$ cat config.mk
export PLATFORM = sky130hd
export DESIGN_NAME = zx81_keymatrix
export DESIGN_NICKNAME = d
export VERILOG_FILES = /design/src/rtl/zx81_kbd_pkg.sv /design/src/rtl/zx81_scancode_decode.sv /design/src/rtl/zx81_keymatrix.sv
export SDC_FILE = /design/constraint.sdc
export NUM_CORES = 1
export LEC_CHECK = 0
export ABC_AREA = 1
export CORE_UTILIZATION = 40
export CTS_CLUSTER_SIZE = 24
export DETAILED_ROUTE_END_ITERATION = 16
export GPL_ROUTABILITY_DRIVEN = 0
export SLEW_MARGIN = 0
export SYNTH_ARGS = -nofsm -noshare
export SYNTH_HDL_FRONTEND = slang
export SYNTH_HIERARCHICAL = 1
export SYNTH_SLANG_ARGS = --single-unit
$ cat constraint.sdc
create_clock -name clk_sys -period 6.7 [get_ports clk_sys]
set_input_delay 1.005 -clock clk_sys [delete_from_list [all_inputs] [get_ports clk_sys]]
set_output_delay 1.005 -clock clk_sys [all_outputs]
set_load 0.02 [all_outputs]
$ cat src/rtl/zx81_kbd_pkg.sv
// Shared definitions for the ZX81 keyboard matrix.
// Holds the state-vector layout, the scancodes with special meaning, and the
// compound-key table. Compound keys are PC keys that the ZX81 produces as
// SHIFT plus a base key.
package zx81_kbd_pkg;

    localparam int unsigned NUM_ROWS = 8;
    localparam int unsigned NUM_COLS = 5;
    localparam int unsigned NUM_PHYS = NUM_ROWS * NUM_COLS;   // 40 matrix positions
    localparam int unsigned NUM_CMP  = 6;
    localparam int unsigned NUM_KEYS = NUM_PHYS + 2 + NUM_CMP; // 48 state bits

    // Layout of the key-state and pending-release vectors.
    // Bits 0..39 are row*5+col. Bit 0 (SHIFT) is never set directly, because
    // the shift keys use their own bits.
    localparam int unsigned IDX_SHIFT_L = NUM_PHYS;
    localparam int unsigned IDX_SHIFT_R = NUM_PHYS + 1;
    localparam int unsigned IDX_CMP0    = NUM_PHYS + 2;

    localparam int unsigned ROW_SHIFT = 0;
    localparam int unsigned COL_SHIFT = 0;

    localparam logic [7:0] SC_SHIFT_L = 8'h12;
    localparam logic [7:0] SC_SHIFT_R = 8'h59;
    localparam logic [7:0] SC_F12     = 8'h07;
    localparam logic [7:0] SC_BKSP    = 8'h66;
    localparam logic [7:0] SC_COMMA   = 8'h41;
    localparam logic [7:0] SC_LEFT    = 8'h6B;
    localparam logic [7:0] SC_DOWN    = 8'h72;
    localparam logic [7:0] SC_UP      = 8'h75;
    localparam logic [7:0] SC_RIGHT   = 8'h74;

    typedef struct packed {
        logic [7:0] code;
        logic       e0;
        logic [2:0] row;
        logic [2:0] col;
    } cmp_entry_t;

    // Each compound key maps to SHIFT plus the base key at (row, col).
    localparam cmp_entry_t CMP_TABLE [NUM_CMP] = '{
        '{SC_BKSP,  1'b0, 3'd4, 3'd0},  // Backspace -> SHIFT+0
        '{SC_COMMA, 1'b0, 3'd7, 3'd1},  // comma     -> SHIFT+.
        '{SC_LEFT,  1'b1, 3'd3, 3'd4},  // left      -> SHIFT+5
        '{SC_DOWN,  1'b1, 3'd4, 3'd4},  // down      -> SHIFT+6
        '{SC_UP,    1'b1, 3'd4, 3'd3},  // up        -> SHIFT+7
        '{SC_RIGHT, 1'b1, 3'd4, 3'd2}   // right     -> SHIFT+8
    };

endpackage

$ cat src/rtl/zx81_scancode_decode.sv
// Combinational decoder from a PS/2 scancode ({E0, code}) to a ZX81 key.
// Ports:
//   e0          in   E0 extended-prefix flag
//   code        in   8-bit scancode
//   valid       out  code is a key this block cares about
//   is_shift_l  out  left SHIFT
//   is_shift_r  out  right SHIFT
//   is_compound out  compound key; cmp_idx selects its CMP_TABLE entry
//   cmp_idx     out  compound table index
//   row, col    out  matrix position (physical key, or compound base key)
//   is_f12      out  F12, used as the reset request
module zx81_scancode_decode (
    input  logic       e0,
    input  logic [7:0] code,
    output logic       valid,
    output logic       is_shift_l,
    output logic       is_shift_r,
    output logic       is_compound,
    output logic [2:0] cmp_idx,
    output logic [2:0] row,
    output logic [2:0] col,
    output logic       is_f12
);
    import zx81_kbd_pkg::*;

    // {hit, row, col}, written as octal 1_r_c.
    logic [6:0] phys;

    always_comb begin
        unique case (code)
            8'h1A: phys = 7'o101;  // Z
            8'h22: phys = 7'o102;  // X
            8'h21: phys = 7'o103;  // C
            8'h2A: phys = 7'o104;  // V
            8'h1C: phys = 7'o110;  // A
            8'h1B: phys = 7'o111;  // S
            8'h23: phys = 7'o112;  // D
            8'h2B: phys = 7'o113;  // F
            8'h34: phys = 7'o114;  // G
            8'h15: phys = 7'o120;  // Q
            8'h1D: phys = 7'o121;  // W
            8'h24: phys = 7'o122;  // E
            8'h2D: phys = 7'o123;  // R
            8'h2C: phys = 7'o124;  // T
            8'h16: phys = 7'o130;  // 1
            8'h1E: phys = 7'o131;  // 2
            8'h26: phys = 7'o132;  // 3
            8'h25: phys = 7'o133;  // 4
            8'h2E: phys = 7'o134;  // 5
            8'h45: phys = 7'o140;  // 0
            8'h46: phys = 7'o141;  // 9
            8'h3E: phys = 7'o142;  // 8
            8'h3D: phys = 7'o143;  // 7
            8'h36: phys = 7'o144;  // 6
            8'h4D: phys = 7'o150;  // P
            8'h44: phys = 7'o151;  // O
            8'h43: phys = 7'o152;  // I
            8'h3C: phys = 7'o153;  // U
            8'h35: phys = 7'o154;  // Y
            8'h5A: phys = 7'o160;  // ENTER
            8'h4B: phys = 7'o161;  // L
            8'h42: phys = 7'o162;  // K
            8'h3B: phys = 7'o163;  // J
            8'h33: phys = 7'o164;  // H
            8'h29: phys = 7'o170;  // SPACE
            8'h49: phys = 7'o171;  // .
            8'h3A: phys = 7'o172;  // M
            8'h31: phys = 7'o173;  // N
            8'h32: phys = 7'o174;  // B
            default: phys = 7'o000;
        endcase
    end

    always_comb begin
        valid       = 1'b0;
        is_shift_l  = 1'b0;
        is_shift_r  = 1'b0;
        is_compound = 1'b0;
        cmp_idx     = 3'd0;
        row         = 3'd0;
        col         = 3'd0;
        is_f12      = 1'b0;

        if (!e0) begin
            if (phys[6]) begin
                valid = 1'b1;
                row   = phys[5:3];
                col   = phys[2:0];
            end else if (code == SC_SHIFT_L) begin
                valid      = 1'b1;
                is_shift_l = 1'b1;
            end else if (code == SC_SHIFT_R) begin
                valid      = 1'b1;
                is_shift_r = 1'b1;
            end else if (code == SC_F12) begin
                valid  = 1'b1;
                is_f12 = 1'b1;
            end
        end

        // E0 forms of physical codes fall through to here and stay invalid
        // unless they match a compound entry.
        for (int i = 0; i < int'(NUM_CMP); i++) begin
            if (e0 == CMP_TABLE[i].e0 && code == CMP_TABLE[i].code) begin
                valid       = 1'b1;
                is_compound = 1'b1;
                cmp_idx     = 3'(i);
                row         = CMP_TABLE[i].row;
                col         = CMP_TABLE[i].col;
            end
        end
    end

endmodule

$ cat src/rtl/zx81_keymatrix.sv
// Converts PS/2 key events into the ZX81 8x5 keyboard matrix, as read by the
// ULA during port-FE IN cycles.
// Ports:
//   clk_sys   in   system clock
//   reset_n   in   asynchronous active-low reset
//   ps2_key   in   [10] event toggle, [9] make, [8] E0, [7:0] scancode
//   addr_hi   in   A15..A8, active-low row selects
//   kb_col    out  active-low column data, ANDed over the selected rows
//   key_reset out  high while F12 is held
// Short presses are held for at least MIN_HOLD cycles. A break that arrives
// while the hold timer runs is parked in a pending mask. All parked breaks
// are applied together when the timer expires.
module zx81_keymatrix #(
    parameter int unsigned MIN_HOLD = 500000,
    parameter int unsigned TW       = 19
) (
    input  logic        clk_sys,
    input  logic        reset_n,
    input  logic [10:0] ps2_key,
    input  logic [7:0]  addr_hi,
    output logic [4:0]  kb_col,
    output logic        key_reset
);
    import zx81_kbd_pkg::*;

    logic                prev_q, primed_q, evt_q;
    logic [9:0]          ev_q;
    logic [NUM_KEYS-1:0] keys_q, keys_d, pend_q, pend_d;
    logic [TW-1:0]       timer_q, timer_d;
    logic                key_reset_q, key_reset_d;

    logic       dec_valid, dec_shift_l, dec_shift_r, dec_compound, dec_f12;
    logic [2:0] dec_cmp_idx, dec_row, dec_col;
    logic [5:0] key_idx;
    logic       is_make, expire;

    assign is_make = ev_q[9];

    zx81_scancode_decode u_decode (
        .e0          (ev_q[8]),
        .code        (ev_q[7:0]),
        .valid       (dec_valid),
        .is_shift_l  (dec_shift_l),
        .is_shift_r  (dec_shift_r),
        .is_compound (dec_compound),
        .cmp_idx     (dec_cmp_idx),
        .row         (dec_row),
        .col         (dec_col),
        .is_f12      (dec_f12)
    );

    always_comb begin
        key_idx = {3'b000, dec_row} * 6'd5 + {3'b000, dec_col};
        if (dec_shift_l) begin
            key_idx = 6'(IDX_SHIFT_L);
        end else if (dec_shift_r) begin
            key_idx = 6'(IDX_SHIFT_R);
        end else if (dec_compound) begin
            key_idx = 6'(IDX_CMP0) + {3'b000, dec_cmp_idx};
        end
    end

    always_comb begin
        keys_d      = keys_q;
        pend_d      = pend_q;
        timer_d     = timer_q;
        key_reset_d = key_reset_q;
        expire      = (timer_q == TW'(1));

        if (timer_q != '0) begin
            timer_d = timer_q - 1'b1;
        end
        if (expire) begin
            keys_d = keys_q & ~pend_q;
            pend_d = '0;
        end

        // Events are applied after the expiry clear, so a make in the expiry
        // cycle keeps its own key down.
        if (evt_q && dec_valid) begin
            if (dec_f12) begin
                key_reset_d = is_make;
            end else if (is_make) begin
                keys_d[key_idx] = 1'b1;
                pend_d[key_idx] = 1'b0;
                timer_d         = TW'(MIN_HOLD);
            end else if (timer_q == '0 || expire) begin
                // A break in the expiry cycle is applied at once. If it were
                // parked, it would be left behind by a timer that has stopped.
                keys_d[key_idx] = 1'b0;
                pend_d[key_idx] = 1'b0;
            end else begin
                pend_d[key_idx] = 1'b1;
            end
        end
    end

    always_ff @(posedge clk_sys or negedge reset_n) begin
        if (!reset_n) begin
            prev_q      <= 1'b0;
            primed_q    <= 1'b0;
            evt_q       <= 1'b0;
            ev_q        <= '0;
            keys_q      <= '0;
            pend_q      <= '0;
            timer_q     <= '0;
            key_reset_q <= 1'b0;
        end else begin
            // The first cycle after reset only learns the toggle level.
            prev_q      <= ps2_key[10];
            primed_q    <= 1'b1;
            evt_q       <= primed_q && (ps2_key[10] != prev_q);
            ev_q        <= ps2_key[9:0];
            keys_q      <= keys_d;
            pend_q      <= pend_d;
            timer_q     <= timer_d;
            key_reset_q <= key_reset_d;
        end
    end

    assign key_reset = key_reset_q;

    logic [2:0]          vshift;
    logic [NUM_PHYS-1:0] down;

    always_comb begin
        vshift = 3'd0;
        for (int i = 0; i < int'(NUM_CMP); i++) begin
            vshift = vshift + {2'b00, keys_q[int'(IDX_CMP0) + i]};
        end

        down = keys_q[NUM_PHYS-1:0];
        down[ROW_SHIFT * NUM_COLS + COL_SHIFT] = keys_q[IDX_SHIFT_L] | keys_q[IDX_SHIFT_R] |
                                                 (vshift != 3'd0);
        for (int i = 0; i < int'(NUM_CMP); i++) begin
            down[int'(CMP_TABLE[i].row) * int'(NUM_COLS) + int'(CMP_TABLE[i].col)] |=
                keys_q[int'(IDX_CMP0) + i];
        end
    end

    always_comb begin
        kb_col = 5'h1F;
        for (int r = 0; r < int'(NUM_ROWS); r++) begin
            if (!addr_hi[r]) begin
                kb_col = kb_col & ~down[r*5 +: 5];
            end
        end
    end

endmodule

[Word-level counts from Yosys, hierarchy flattened]
Memories as Yosys holds them, arrays and structs flattened.
Cells that the tools add are included.
Cells by class
  $add $sub $neg: 8
  $mul: 1
  divide/modulo/power cells: 0
  order comparisons: 2
  equal/unequal tests: 11
  shift-type cells: 0
  muxes and demuxes: 77
  bitwise gates (word level): 31
  reductions and logical operators: 14
Operators with widths (count)
  two-way mux 48 bit: 10
  bitwise AND 48 bit: 3
  NOT 48 bit: 2
  OR 48 bit: 2
  two-way mux 19 bit: 4
  equality test 8 x 7 -> 1 bit, second input constant: 7
  two-way mux 3 bit: 18
  two-way mux 5 bit: 8
  NOT 5 bit: 8
  bitwise AND 5 bit: 7
  two-way mux 1 bit: 30
  equality test 19 x 1 -> 1 bit, second input constant: 1
  logical NOT 19 bit: 1
  nonzero test 19 bit: 1
  subtractor 19 x 1 -> 19 bit, second input constant: 1
  two-way mux 6 bit: 3
  adder 3 x 1 -> 3 bit: 3
  logical AND 1 bit: 9
  equality test 8 x 3 -> 1 bit, second input constant: 1
  equality test 8 x 5 -> 1 bit, second input constant: 1
  OR 1 bit: 8
  less-than comparator 6 x 7 -> 1 bit, second input constant: 1
  two-way mux 7 bit: 1
  adder 6 x 3 -> 6 bit: 1
  12 further kinds: 13
Word-level totals
  register bits: 129
  bits in latches: 0
  RAM bits: 0
  memory bits (read-only): 896
  bits of input ports: 21
  logic and storage cells: 153
  memories kept: 1
Memories
  (name not given): words 128, bits a word 7, rd ports 1, clocked after Yosys merged registers in 0, write ports 0, line zx81_scancode_decode.sv:30  | unique case (code)

[Depth between registers and ports, before layout]
An unclocked memory read counts as a cell.
  word-level depth: 25
  gate-level depth with buffers: 28

[Cells and area by module]
Netlist, hierarchy kept.
Modules (own cells, without submodules)
  zx81_keymatrix: instances 1, cells each 897, area an instance 7183.1 um^2, sequential area each 3178.0 um^2
  zx81_scancode_decode: instances 1, cells each 186, area an instance 970.9 um^2, sequential area each 0.0 um^2

[Worst setup path after synthesis]
No wires, ideal clock.
  path kind: register -> register
  from: register ev_q[1]
  to: register keys_q[22]
  library setup time: 116 ps
  arrival: 3572 ps
  data required time: 6584 ps
  slack: 3012 ps
  stages on the path, launching flop included: 28
  path buffers: 1
  clock period less this slack: 3688 ps
  cell sequence: dfrtp_1 -> inv_1 -> ha_1 -> nand2_4 -> a21oi_2 -> nand2_1 -> nand2_1 -> nand3_2 -> nand2_1 -> nand3_2 -> nor2_2 -> nand2_1 -> nand3_1 -> ha_1 -> ha_1 -> inv_1 -> fa_1 -> inv_1 -> nand2_1 -> nand3_1 -> nand2_8 -> inv_6 -> nand4_4 -> buf_6 -> nor2_4 -> nand2_1 -> nand2_1 -> nand2_1
On the way
  cells in the longest elaborated chain, start to end: 25
RTL lines
  from (decl): line zx81_keymatrix.sv:27  | logic [9:0] ev_q;
  from (signal assigned): line zx81_keymatrix.sv:113  | ev_q <= ps2_key[9:0];
  memory (128 x 7 bit)
  two-way mux 7 bit: line zx81_scancode_decode.sv:30
  two-way mux 3 bit: line zx81_scancode_decode.sv:85  | if (phys[6]) begin
  two-way mux 3 bit: line zx81_scancode_decode.sv:84  | if (!e0) begin
  two-way mux 3 bit (5 in series): line zx81_scancode_decode.sv:104  | if (e0 == CMP_TABLE[i].e0 && code == CMP_TABLE[i].code) begin
  two-way mux 3 bit (*): line zx81_scancode_decode.sv:104
  net dec_row[2]: line zx81_keymatrix.sv:33  | logic [2:0] dec_cmp_idx, dec_row, dec_col;
  multiplier 3 x 3 -> 6 bit (*): line zx81_keymatrix.sv:53  | key_idx = {3'b000, dec_row} * 6'd5 + {3'b000, dec_col};
  [7 not listed]
  demux 1 bit (select 6 bit) (*): line zx81_keymatrix.sv:84, zx81_keymatrix.sv:90
  NOT 48 bit (no source line)
  bitwise AND 48 bit (no source line)
  two-way mux 48 bit: line zx81_keymatrix.sv:87  | end else if (timer_q == '0 || expire) begin
  two-way mux 48 bit (*): line zx81_keymatrix.sv:83  | end else if (is_make) begin
  two-way mux 48 bit (*): line zx81_keymatrix.sv:81  | if (dec_f12) begin
  two-way mux 48 bit (*): line zx81_keymatrix.sv:80  | if (evt_q && dec_valid) begin
  net keys_d[22]: line zx81_keymatrix.sv:28  | logic [NUM_KEYS-1:0] keys_q, keys_d, pend_q, pend_d;
  to (signal assigned): line zx81_keymatrix.sv:114  | keys_q <= keys_d;
  to (decl): line zx81_keymatrix.sv:28
Mark *: on every way through the listed nets, which the timed path passes. The rest lies on a longest branch.
A chain may end at the register's enable or synchronous reset.

[Worst setup path in the final report]
  from: register ev_q[2]
  to: register keys_q[6]
The elaborated chain is that of the path after synthesis.

==> reports/results.txt <==
run status: finished, final reports clean
final std cells w/o fill: 1372
Synth cell types: 55
setup ws final: 1.89 ns
buffers inserted during post-CTS setup optimization: 0
Routed WL per cell: 15.1 um
reg2reg setup slack: 1.89 ns
Least-Margin Pin Slew: 1.10 ns
max_cap viols: 0
Core Region: 19700 um^2
Hold WC Path Type: reg2reg
Setup Viol. Count Final: 0
cells after synthesis: 1083
crit path launch type: flip-flop
die area: 21000 um^2
standard-cell rows: 51
first-pass GRT wire length: 34200 um
Power Density: 239 nW/um^2
Worst-path clk slew: 0.06 ns
remaining antenna violation count: 0
setup TNS: 0 ns
register area: 3180 um^2
n_diodes: 0
final critical path time including I/O delays and setup: 4.81 ns
Critical Path Sink Type: flip-flop
CTS resizes: 0
Post-Place Setup Slack: 1.95 ns
multi-input logic area: 4210 um^2
ys flop type: dfrtp_1
final slew viol count: 0
Final Power: 2.18 mW
starting density of the core: 41.4%
Crit path required time: 7.07 ns
# fillers: 1935
Avg Inst Size Synth: 7.53 um^2
initial antenna violation count: 0
Yosys Warn Count: 6
fin crit share: 71.8%
gr ovfl total: 0
hold buffers post-CTS: 0
Synth-to-Final Area Change: 12.1%
Routed WL: 20700 um
Mapped Nets: 1127
root buffer cell: clkbuf_16
#FFs+latches synth: 127
worst-path maximum fanout: 31
largest net degree at the start of global routing: 80
vias per cell: 5.15
clk_skew: 0.0182 ns
RSZ-0062 raised after global routing: no
WS Path Type: reg2reg
Slew HR: 26.8%
DRT iter0 DRCs: 594
register area share after synthesis: 39.0%
EDFF count, synth: 0
Async SR Flop Fraction: 100%
DRC viols: 0
Placed Cells: 1340
fmax: 208 MHz
die height: 145 um
number of I/O pins: 27
Final #Nets: 1138
Lkg Pwr: 4.31 nW
share of cells above drive strength 1: 9.03%
First-pass DRT Iterations: 5
vias in the first global route: 6473
H-tree Lvls: 4
Max Buffers Root-to-Sink: 2
Die Wd: 145 um
CTS Buf Count: 17
Post-DP HPWL: 13900 um
Sink Count: 127
TritonCTS clock tree: done
final hold vios: 0
Via Count: 7064
clk_lat worst skew: 0.43 ns
Post-Syn Area: 8150 um^2
Tot GR Track Use: 21.4%
Peak VDD IR: 171 uV
utilization after layout: 46.4%
WP data arrival: 5.18 ns
PortBufs: 26
## final cells by class
cell class	instances	area share [%]
Multi-Input combinational cell	781	46.0
Sequential cell	127	34.8
Inverter	138	5.75
Clock buffer	20	5.00
Tap cell	265	3.63
Timing Repair Buffer	29	3.11
Clock inverter	12	1.74
## metrics by stage
step / cell area (um^2) / hold WS [ns]
CTS: 9140 / 0.482
finish: 9140 / 0.478
floorplan: 8150 / 0.449
detailed placement: 8530 / 0.475
global route: 9140 / 0.503
global placement: 8530 / 0.465
## report_power, final
| group | total, mW | internal (mW) | leakage, nW | switching [mW] |
|---|---|---|---|---|
| clock network | 0.972 | 0.607 | 0.297 | 0.365 |
| registers | 0.900 | 0.832 | 1.71 | 0.0684 |
| logic | 0.308 | 0.113 | 2.31 | 0.196 |
## cells by family (layout without fill, tap and decap cells)
kind of cell             Yosys count  count (layout)  share of synthesized area, %
flip-flops                       127             127                          39.0
adder cells (fa/ha/maj)           23              23                          3.90
buffers and inverters            175             199                          9.42
AND/OR/NAND/NOR                  569             569                          33.7
other                              1               1                        0.0460
AO/OA/AOI/OAI                    183             183                          13.4
XOR/XNOR                           5               5                         0.537
## critical path: stages, from the launching register on
cell and delay, ns:
dfrtp_1 0.54, inv_1 0.34, nand2_1 0.19, nand3_2 0.15, nand2_1 0.07, nand2_1 0.07
nand3_2 0.09, nand2_1 0.08, nand3_2 0.09, nor2_2 0.15, nand2_1 0.07, nand3_1 0.11
ha_1 0.24, ha_1 0.30, ha_1 0.32, nand2_1 0.07, nand2_1 0.05, nand3_1 0.07
nand3_2 0.15, nand2_1 0.84, nand4_1 0.36, or2_0 0.31, nand2_1 0.08
## cell usage after synthesis, types with 2 or more instances
| master | number | area [um^2] |
|---|---|---|
| a211oi_1 | 2 | 15.0 |
| a21boi_0 | 8 | 60.1 |
| a21oi_1 | 50 | 250 |
| a21oi_2 | 2 | 17.5 |
| a221oi_1 | 5 | 43.8 |
| a22oi_1 | 2 | 15.0 |
| a31oi_1 | 2 | 12.5 |
| and3_1 | 2 | 12.5 |
| buf_2 | 11 | 55.1 |
| buf_4 | 6 | 45.0 |
| buf_6 | 9 | 101 |
| clkbuf_1 | 11 | 41.3 |
| dfrtp_1 | 127 | 3180 |
| fa_1 | 4 | 80.1 |
| ha_1 | 19 | 238 |
| inv_1 | 127 | 477 |
| inv_2 | 8 | 30.0 |
| nand2_1 | 292 | 1100 |
| nand2_2 | 8 | 50.1 |
| nand2_4 | 3 | 33.8 |
| nand3_1 | 44 | 220 |
| nand3_2 | 9 | 90.1 |
| nand4_1 | 40 | 250 |
| nand4_4 | 2 | 42.5 |
| nor2_1 | 91 | 342 |
| nor2_2 | 11 | 68.8 |
| nor2_4 | 14 | 158 |
| nor3_1 | 9 | 45.0 |
| nor4_1 | 4 | 25.0 |
| o211ai_1 | 3 | 22.5 |
| o21ai_0 | 60 | 300 |
| o21ai_1 | 8 | 40.0 |
| o21bai_1 | 32 | 240 |
| o22ai_1 | 2 | 12.5 |
| o31ai_1 | 3 | 22.5 |
| or2_0 | 26 | 163 |
| or2_1 | 6 | 37.5 |
| xnor2_1 | 4 | 35.0 |
## routing by layer
layer  share of wire (%)  GRT usage (%)
met1                  49           30.7
met2                  45           32.6
met3                 5.1           4.05
met4                 1.0           5.71
met5                   0              0
## layout by cell type (no fill, tap or decap), types with 3 or more instances in the layout
cell,count
a21boi_0,8
a21oi_1,50
a221oi_1,5
buf_4,3
bufinv_16,3
clkbuf_16,17
clkdlybuf4s50_1,25
clkinv_4,3
dfrtp_1,127
fa_1,4
ha_1,19
inv_1,127
inv_2,8
inv_6,3
nand2_1,292
nand2_2,8
nand2_4,3
nand3_1,44
nand3_2,9
nand4_1,40
nor2_1,91
nor2_2,11
nor2_4,14
nor3_1,9
nor4_1,4
o211ai_1,3
o21ai_0,60
o21ai_1,8
o21bai_1,32
o31ai_1,3
or2_0,26
or2_1,6
xnor2_1,4
## worst paths after layout
| path | startpoint | to | cells past startpoint |
|---|---|---|---|
| min reg2reg | primed_q | evt_q | 2 |
| max in group asynchronous | reset_n | keys_q[38] | 2 |
| min | primed_q | evt_q | 2 |
| max reg2reg | ev_q[2] | keys_q[6] | 22 |
| min in group asynchronous | reset_n | timer_q[4] | 1 |
| max | ev_q[2] | keys_q[6] | 22 |
## flip-flops by register name, summed over array words and instances (netlist names)
signal,count
ev_q,10
evt_q,1
key_reset,1
keys_q,47
pend_q,47
prev_q,1
primed_q,1
timer_q,19
Note: power is estimated with default switching activity, not from simulation.
